<file path="config.mk">
export PLATFORM = sky130hd
export DESIGN_NAME = sprite_plotter
export DESIGN_NICKNAME = d
export VERILOG_FILES = /design/src/rtl/sprite_plotter_pkg.sv /design/src/rtl/sprite_plotter_box_scanner.sv /design/src/rtl/sprite_plotter.sv
export SDC_FILE = /design/constraint.sdc
export NUM_CORES = 1
export LEC_CHECK = 0
export ABC_AREA = 1
export BUFFER_PORTS_ARGS = -buffer_cell sky130_fd_sc_hd__buf_2
export CAP_MARGIN = 20
export CORE_AREA = 2 2 80 82
export CTS_CLUSTER_SIZE = 10
export DETAILED_ROUTE_END_ITERATION = 12
export DIE_AREA = 0 0 82 84
export GPL_TIMING_DRIVEN = 0
export PLACE_DENSITY = 0.89
export SYNTH_ARGS = -nofsm -noshare
export SYNTH_HDL_FRONTEND = slang
export SYNTH_SLANG_ARGS = --single-unit
</file>
<file path="constraint.sdc">
create_clock -name clk -period 3.7 [get_ports clk]
set_input_delay 0.37 -clock clk [delete_from_list [all_inputs] [get_ports clk]]
set_output_delay 0.37 -clock clk [all_outputs]
set_load 0.02 [all_outputs]
</file>
<file path="src/rtl/sprite_plotter_pkg.sv">
// sprite_plotter_pkg: screen/sprite geometry, erase colour and sequencer states
package sprite_plotter_pkg;
   localparam int SCR_W = 160;
   localparam int SCR_H = 120;
   localparam int SPR_W = 16;
   localparam int SPR_H = 32;
   localparam int Y_OFF = 9;
   localparam logic [2:0] BG_COLOR = 3'b111;
   localparam int CX_W = $clog2(SPR_W);
   localparam int CY_W = $clog2(SPR_H);
   typedef enum logic [1:0] {S_IDLE, S_ERASE, S_DRAW, S_DONE} state_e;
endpackage

</file>
<file path="src/rtl/sprite_plotter_box_scanner.sv">
// box_scanner: walks the sprite box row by row and clips each pixel to the screen
module box_scanner
   import sprite_plotter_pkg::*;
(
   input  logic              clk,
   input  logic              resetn,
   input  logic              start,
   input  logic [7:0]        base_x,
   input  logic [6:0]        base_y,
   output logic [8:0]        px,
   output logic signed [8:0] py,
   output logic              on_screen,
   output logic              last
);
   logic [CX_W-1:0] cx_q, cx_d;
   logic [CY_W-1:0] cy_q, cy_d;
   // x advances every cycle, y steps when x wraps; start rewinds to the box corner
   always_comb begin
      cx_d = start ? '0 : cx_q + 1'b1;
      cy_d = start ? '0 : (&cx_q ? cy_q + 1'b1 : cy_q);
   end
   // scan position registers
   always_ff @(posedge clk or negedge resetn) begin
      if (!resetn) begin
         cx_q <= '0;
         cy_q <= '0;
      end else begin
         cx_q <= cx_d;
         cy_q <= cy_d;
      end
   end
   // py can go negative for boxes near the top edge, so bit 8 acts as the sign
   always_comb begin
      px        = {1'b0, base_x} + 9'(cx_q);
      py        = 9'({2'b00, base_y} + 9'(cy_q) - 9'(Y_OFF));
      on_screen = (px < 9'(SCR_W)) && !py[8] && (py[7:0] < 8'(SCR_H));
      last      = (&cx_q) && (&cy_q);
   end
endmodule

</file>
<file path="src/rtl/sprite_plotter.sv">
// sprite_plotter: erases the old sprite box and redraws it at the new position, one plot per cycle
module sprite_plotter
   import sprite_plotter_pkg::*;
(
   input  logic       clk,
   input  logic       resetn,
   input  logic       req,
   input  logic [7:0] new_x,
   input  logic [6:0] new_y,
   output logic       busy,
   output logic       done,
   output logic [7:0] pos_x,
   output logic [6:0] pos_y,
   output logic [7:0] qry_x,
   output logic [6:0] qry_y,
   input  logic [2:0] pix_color,
   output logic [7:0] vga_x,
   output logic [6:0] vga_y,
   output logic [2:0] vga_colour,
   output logic       vga_plot
);
   state_e            state_q, state_d;
   logic              have_old_q, have_old_d;
   logic [7:0]        pos_x_q, pos_x_d, old_x_q, old_x_d, vga_x_q, vga_x_d;
   logic [6:0]        pos_y_q, pos_y_d, old_y_q, old_y_d, vga_y_q, vga_y_d;
   logic [2:0]        vga_colour_q, vga_colour_d;
   logic              vga_plot_q, vga_plot_d;
   logic              start, on_screen, last;
   logic [8:0]        px;
   logic signed [8:0] py;
   logic [7:0]        base_x;
   logic [6:0]        base_y;

   box_scanner u_scan (
      .clk       (clk),
      .resetn    (resetn),
      .start     (start),
      .base_x    (base_x),
      .base_y    (base_y),
      .px        (px),
      .py        (py),
      .on_screen (on_screen),
      .last      (last)
   );

   // next-state logic: accept a move in IDLE, sweep erase then draw, pulse done
   always_comb begin
      state_d      = state_q;
      have_old_d   = have_old_q;
      pos_x_d      = pos_x_q;
      pos_y_d      = pos_y_q;
      old_x_d      = old_x_q;
      old_y_d      = old_y_q;
      start        = 1'b0;
      base_x       = (state_q == S_ERASE) ? old_x_q : pos_x_q;
      base_y       = (state_q == S_ERASE) ? old_y_q : pos_y_q;
      unique case (state_q)
         S_IDLE: if (req) begin
            old_x_d    = pos_x_q;
            old_y_d    = pos_y_q;
            pos_x_d    = new_x;
            pos_y_d    = new_y;
            start      = 1'b1;
            state_d    = have_old_q ? S_ERASE : S_DRAW;
            have_old_d = 1'b1;
         end
         S_ERASE: if (last) begin
            start   = 1'b1;
            state_d = S_DRAW;
         end
         S_DRAW:  if (last) state_d = S_DONE;
         default: state_d = S_IDLE;
      endcase
      vga_plot_d   = on_screen && (state_q == S_ERASE || state_q == S_DRAW);
      vga_x_d      = px[7:0];
      vga_y_d      = py[6:0];
      vga_colour_d = (state_q == S_ERASE) ? BG_COLOR : pix_color;
   end

   // state, positions and the registered VGA write port
   always_ff @(posedge clk or negedge resetn) begin
      if (!resetn) begin
         state_q      <= S_IDLE;
         have_old_q   <= 1'b0;
         pos_x_q      <= '0;
         pos_y_q      <= '0;
         old_x_q      <= '0;
         old_y_q      <= '0;
         vga_x_q      <= '0;
         vga_y_q      <= '0;
         vga_colour_q <= '0;
         vga_plot_q   <= 1'b0;
      end else begin
         state_q      <= state_d;
         have_old_q   <= have_old_d;
         pos_x_q      <= pos_x_d;
         pos_y_q      <= pos_y_d;
         old_x_q      <= old_x_d;
         old_y_q      <= old_y_d;
         vga_x_q      <= vga_x_d;
         vga_y_q      <= vga_y_d;
         vga_colour_q <= vga_colour_d;
         vga_plot_q   <= vga_plot_d;
      end
   end

   assign busy       = state_q != S_IDLE;
   assign done       = state_q == S_DONE;
   assign pos_x      = pos_x_q;
   assign pos_y      = pos_y_q;
   assign qry_x      = px[7:0];
   assign qry_y      = py[6:0];
   assign vga_x      = vga_x_q;
   assign vga_y      = vga_y_q;
   assign vga_colour = vga_colour_q;
   assign vga_plot   = vga_plot_q;
endmodule

</file>
[After elaboration in Yosys (flattened, before gate mapping)]
Index checks and enable logic that the tools add are counted.
Widths: inputs -> output; s select.
Storage, ports and cells
  register bits after elaboration: 61
  output and inout port bits: 51
  logic and storage cells: 52
Cells by class
  $add $sub $neg: 5
  $lt $le $gt $ge: 2
  eq/ne operators: 6
  muxes and demuxes: 14
  reduce and logical (&&, ||, !) cells: 13
Operators with widths (count)
  $mux 5: 2
  $add 8x4->9: 1
  $lt 9x8->1 const B: 1
  $sub 9x4->9 const B: 1
  $add 7x5->8: 1
  $lt 8x7->1 const B: 1
  $mux 2: 4
  $mux 8: 1
  $mux 7: 1
  $ne 2x2->1 const B: 3
  $pmux 2 s3: 1
  $add 5x1->5 const B: 1
  $reduce_and 5->1: 1
  $add 4x1->4 const B: 1
  $eq 2x2->1 const B: 2
  $logic_and 1x1->1: 4
  $mux 4: 1
  $reduce_and 4->1: 1
  $reduce_bool 2->1: 2
  $mux 3: 1
  $reduce_and 3->1: 1
  $eq 2x1->1 const B: 1
  $logic_not 2->1: 1
  $mux 1: 2
  other kinds (4): 4

[Longest topological paths before layout]
  word-level depth: 8
  mapped depth: 21
  mapped depth without buffers: 19

[Cells and area by module]
From an unflattened synthesis, not the netlist that was laid out.
Unflattened totals
  cells, all modules: 383
  area total of the unflattened synthesis: 3173.0 µm²
By module, submodules not included
  sprite_plotter: instances 1, cells an instance 205, area an instance 2003.2 µm², seq. area each 1301.2 µm²
  box_scanner: instances 1, cells an instance 178, area an instance 1169.9 µm², seq. area each 225.2 µm²

[Least setup slack after synthesis]
No wires, ideal clock.
  kind: flip-flop to output port
  from: register state_q[1]
  to: output port qry_y[6]
  arrival: 2.683 ns
  data required time: 3.330 ns
  slack: 0.647 ns
  stages on the path, launching flop included: 17
  cell sequence: dfrtp_1 -> inv_1 -> ha_1 -> buf_6 -> clkbuf_1 -> nand2_1 -> o21ai_0 -> ha_1 -> fa_1 -> inv_1 -> ha_1 -> nand2_1 -> nand2_1 -> nand2_1 -> nor2_1 -> nand2_1 -> nand2_1
On the way
  longest elaborated chain between the ends: 4
RTL lines
  start: declaration: line sprite_plotter.sv:22  | state_e state_q, state_d;
  start signal: assignment: line sprite_plotter.sv:94  | state_q <= state_d;
  $eq 2x1->1: line sprite_plotter.sv:56  | base_y = (state_q == S_ERASE) ? old_y_q : pos_y_q;
  $mux 7: line sprite_plotter.sv:56
  $add 7x5->8: line sprite_plotter_box_scanner.sv:35  | py = 9'({2'b00, base_y} + 9'(cy_q) - 9'(Y_OFF));
  $sub 9x4->9: line sprite_plotter_box_scanner.sv:35
  end: declaration: line sprite_plotter.sv:15  | output logic [6:0] qry_y,
Every way passes these cells.

[Worst setup path in the final report]
Ends and elaborated chain as after synthesis.

==> results.md <==
- Outcome: complete, no violations
- Total CTS buffers: 9
- Antenna-violating nets left: 0
- Pwr/cell area: 322 nW/um2
- Fin. max-slew vios: 0
- Worst Setup SP: state_q[1]$_DFFE_PN0P_
- Synth unique cells: 30
- Synth Instances: 383
- Maximum fanout along the worst path: 10
- Post-synth design cell area: 3180 um2
- DR pass1 iterations: 4
- Yosys reg bits: 61
- Post-route minimum period: 3.39 ns
- Die Outline Area: 6890 um2
- Post-CTS Hold Buffers: 0
- HP Class: input port to asynchronous set/reset pin
- Setup slack after layout: 0.311 ns
- RD Place Congestion: 0.868
- Mapped Nets: 426
- Max Clk Rate: 0.295 GHz
- Vias per inst: 5.13
- Final nets: 512
- Final setup TNS: 0 ns
- Drt initial violations: 235
- Post-route cell area: 3890 um2
- First-pass GRT wire length: 12300 um
- Worst setup EP type: output pin
- CP required: 3.33 ns
- Worst reg2reg path endpoint: vga_plot$_DFF_PN0_
- Post-synth EDFFs: 0
- Avg Synthesized Cell Area: 8.31 um2
- IO Port Bufs: 71
- Wire per inst: 13.3 um
- Post-synthesis sequential area ratio: 47.9%
- Via Count: 2819
- N_diodes: 0
- Slew headroom: 59.5%
- Number of remaining DRC errors: 0
- Later-pin clock latency in the skew report: 0.34 ns
- Worst Path Arrival: 3.02 ns
- Io pins: 72
- Dpl ws: 0.0653 ns
- Pin count of the biggest net entering global routing: 36
- Sink Count: 61
- Core Region: 6100 um2
- Vias in the first global route: 2798
- Final Hold Fails: 0
- Worst slew pin tran: 0.608 ns
- TritonCTS clock tree: built
- Chip width: 82 um
- Initial antenna violation count: 0
- Post-DP HPWL: 5430 um
- Final cell utilization of the core: 63.9%
- Top_reg_cell synth: dfrtp_1
- GRT Total Usage: 23.3%
- Final period util: 91.6%
- Crit start category: flop
- Leakage: 0.00214 uW
- Setup Skew: 0.00856 ns
- Peak VDD IR: 0.252 mV
- Setup violators final: 0
- WL final: 7300 um
- Yosys warns: 0
- Crit path kind: flop to output pin
- Unrepaired setup endpoints after global routing: false
- Root buffer cell: clkbuf_8
- Clock transition at path regs: 0.07 ns
- Overflow left after global routing: 0
- Asr flop ratio synth: 100%
- H-tree levels: 3
- Area after DPL: 3660 um2
- Initial Util: 52.2%
- Share of layout cells above drive strength 1: 25.8%
- Layout area overhead: 22.2%
- Worst R2R Path Depth: 18
- Max-cap violations: 0
- Reg2Reg Launch Point: state_q[1]$_DFFE_PN0P_
- R2R Setup Slk: 0.88 ns
- FP Rows: 29
- Die H: 84 um
- CTS max path bufs: 2
[per-stage QoR]
stage	instances	hold slack, ns	total power, uW
final	550	0.0333	1250
after global routing	550	0.0811	1300
after CTS	547	0.0512	1270
after detailed placement	532	0.419	706
after global placement	531	0.448	703
after floorplan	383	0.0744	680
[placed cells by master, fill, tap and decap left out, types with 5 or more instances in the layout]
cell type	synthesis	final
a21oi_1	21	21
buf_2	0	70
buf_4	0	5
clkbuf_1	8	7
clkbuf_8	0	9
dfrtp_1	61	60
ha_1	20	18
inv_1	52	51
nand2_1	91	91
nand2_2	6	6
nand3_1	26	26
nor2_1	28	28
nor2_2	6	6
o21ai_0	29	27
[where the power goes]
part / leakage, uW / internal [uW] / switching [uW]
sequential: 0.000706 / 667 / 0
combinational: 0.00135 / 9.47 / 15.9
clock: 0.0000919 / 304 / 258
[Yosys cell counts (2+ instances only)]
library cell	n	area, um2
nor2_2	6	37.5
o21ai_0	29	145
ha_1	20	250
a21oi_1	21	105
inv_1	52	195
xnor2_1	2	17.5
o21ai_2	3	26.3
clkbuf_1	8	30.0
or2_2	4	25.0
fa_1	2	40.0
nor2_1	28	105
inv_2	3	11.3
nand3_1	26	130
xor2_1	4	35.0
nand2_4	2	22.5
nor3_1	3	15.0
dfrtp_1	61	1530
nand4_1	2	12.5
nand2_1	91	342
nand2_2	6	37.5
[worst max path at each step]
stage	depth (start not counted)	slack, ns	end
2_1_floorplan	16	0.65	qry_y[6]
3_3_place_gp	16	0.14	qry_y[6]
3_5_place_dp	17	0.07	qry_y[6]
4_1_cts	17	0.04	qry_y[6]
5_1_grt	17	0.003	qry_y[6]
6_report	17	0.31	qry_y[6]
[critical path: stages, from the launching register on]
cell and delay (ns):
dfrtp_2 0.44, inv_2 0.09, ha_4 0.16, buf_6 0.15
buf_6 0.15, nand2_1 0.08, o21ai_2 0.07, ha_2 0.21
fa_1 0.40, inv_1 0.08, ha_1 0.18, nand2_1 0.08
nand2_1 0.11, nand2_1 0.07, nor2_1 0.08, nand2_1 0.06
nand2_1 0.11, buf_4 0.15
[flip-flops by register name, summed over array words and instances (netlist names)]
signal and flops:
old_y_q 7, vga_plot 1, state_q 2, pos_x 8, vga_colour 3, vga_y 7
u_scan.cy_q 5, pos_y 7, old_x_q 8, u_scan.cx_q 4, vga_x 8, have_old_q 1
[cell families (layout without fill, tap and decap cells)]
group                    after synthesis  count (layout)  synth area share [%]
AND/OR/NAND/NOR                      173             173                  24.0
buffers and inverters                 64             154                  7.78
adder cells (fa/ha/maj)               22              22                  9.12
AO/OA/AOI/OAI                         57              57                  9.55
flip-flops                            61              61                  47.9
XOR/XNOR                               6               6                  1.65
[final cells by class]
class / instances / area, um2
fill: 500 / 2200
clock inverter: 5 / 52.6
multi-input combinational: 258 / 1430
timing repair buffer: 75 / 400
inverter: 55 / 206
buffer: 9 / 52.6
clock buffer: 10 / 128
sequential: 61 / 1530
tap: 77 / 96.3
[metal layers]
layer | track usage (%) | share of wire (%) | up-vias
li1 | - | - | 1382
met1 | 28.5 | 42 | 1317
met2 | 37.8 | 50 | 98
met3 | 5.63 | 5.5 | 22
met4 | 11.7 | 2.8 | 0
met5 | 0 | 0 | -
[repair_timing]
| action | 4_1_cts | 5_1_grt |
|---|---|---|
| gates resized for setup | 7 | 9 |
| pin swaps | 0 | 1 |
| gates cloned | 0 | 0 |
| setup endpoints to repair | 5 | 3 |
| buffers inserted | 0 | 3 |
Note: power is estimated with default switching activity, not from simulation.
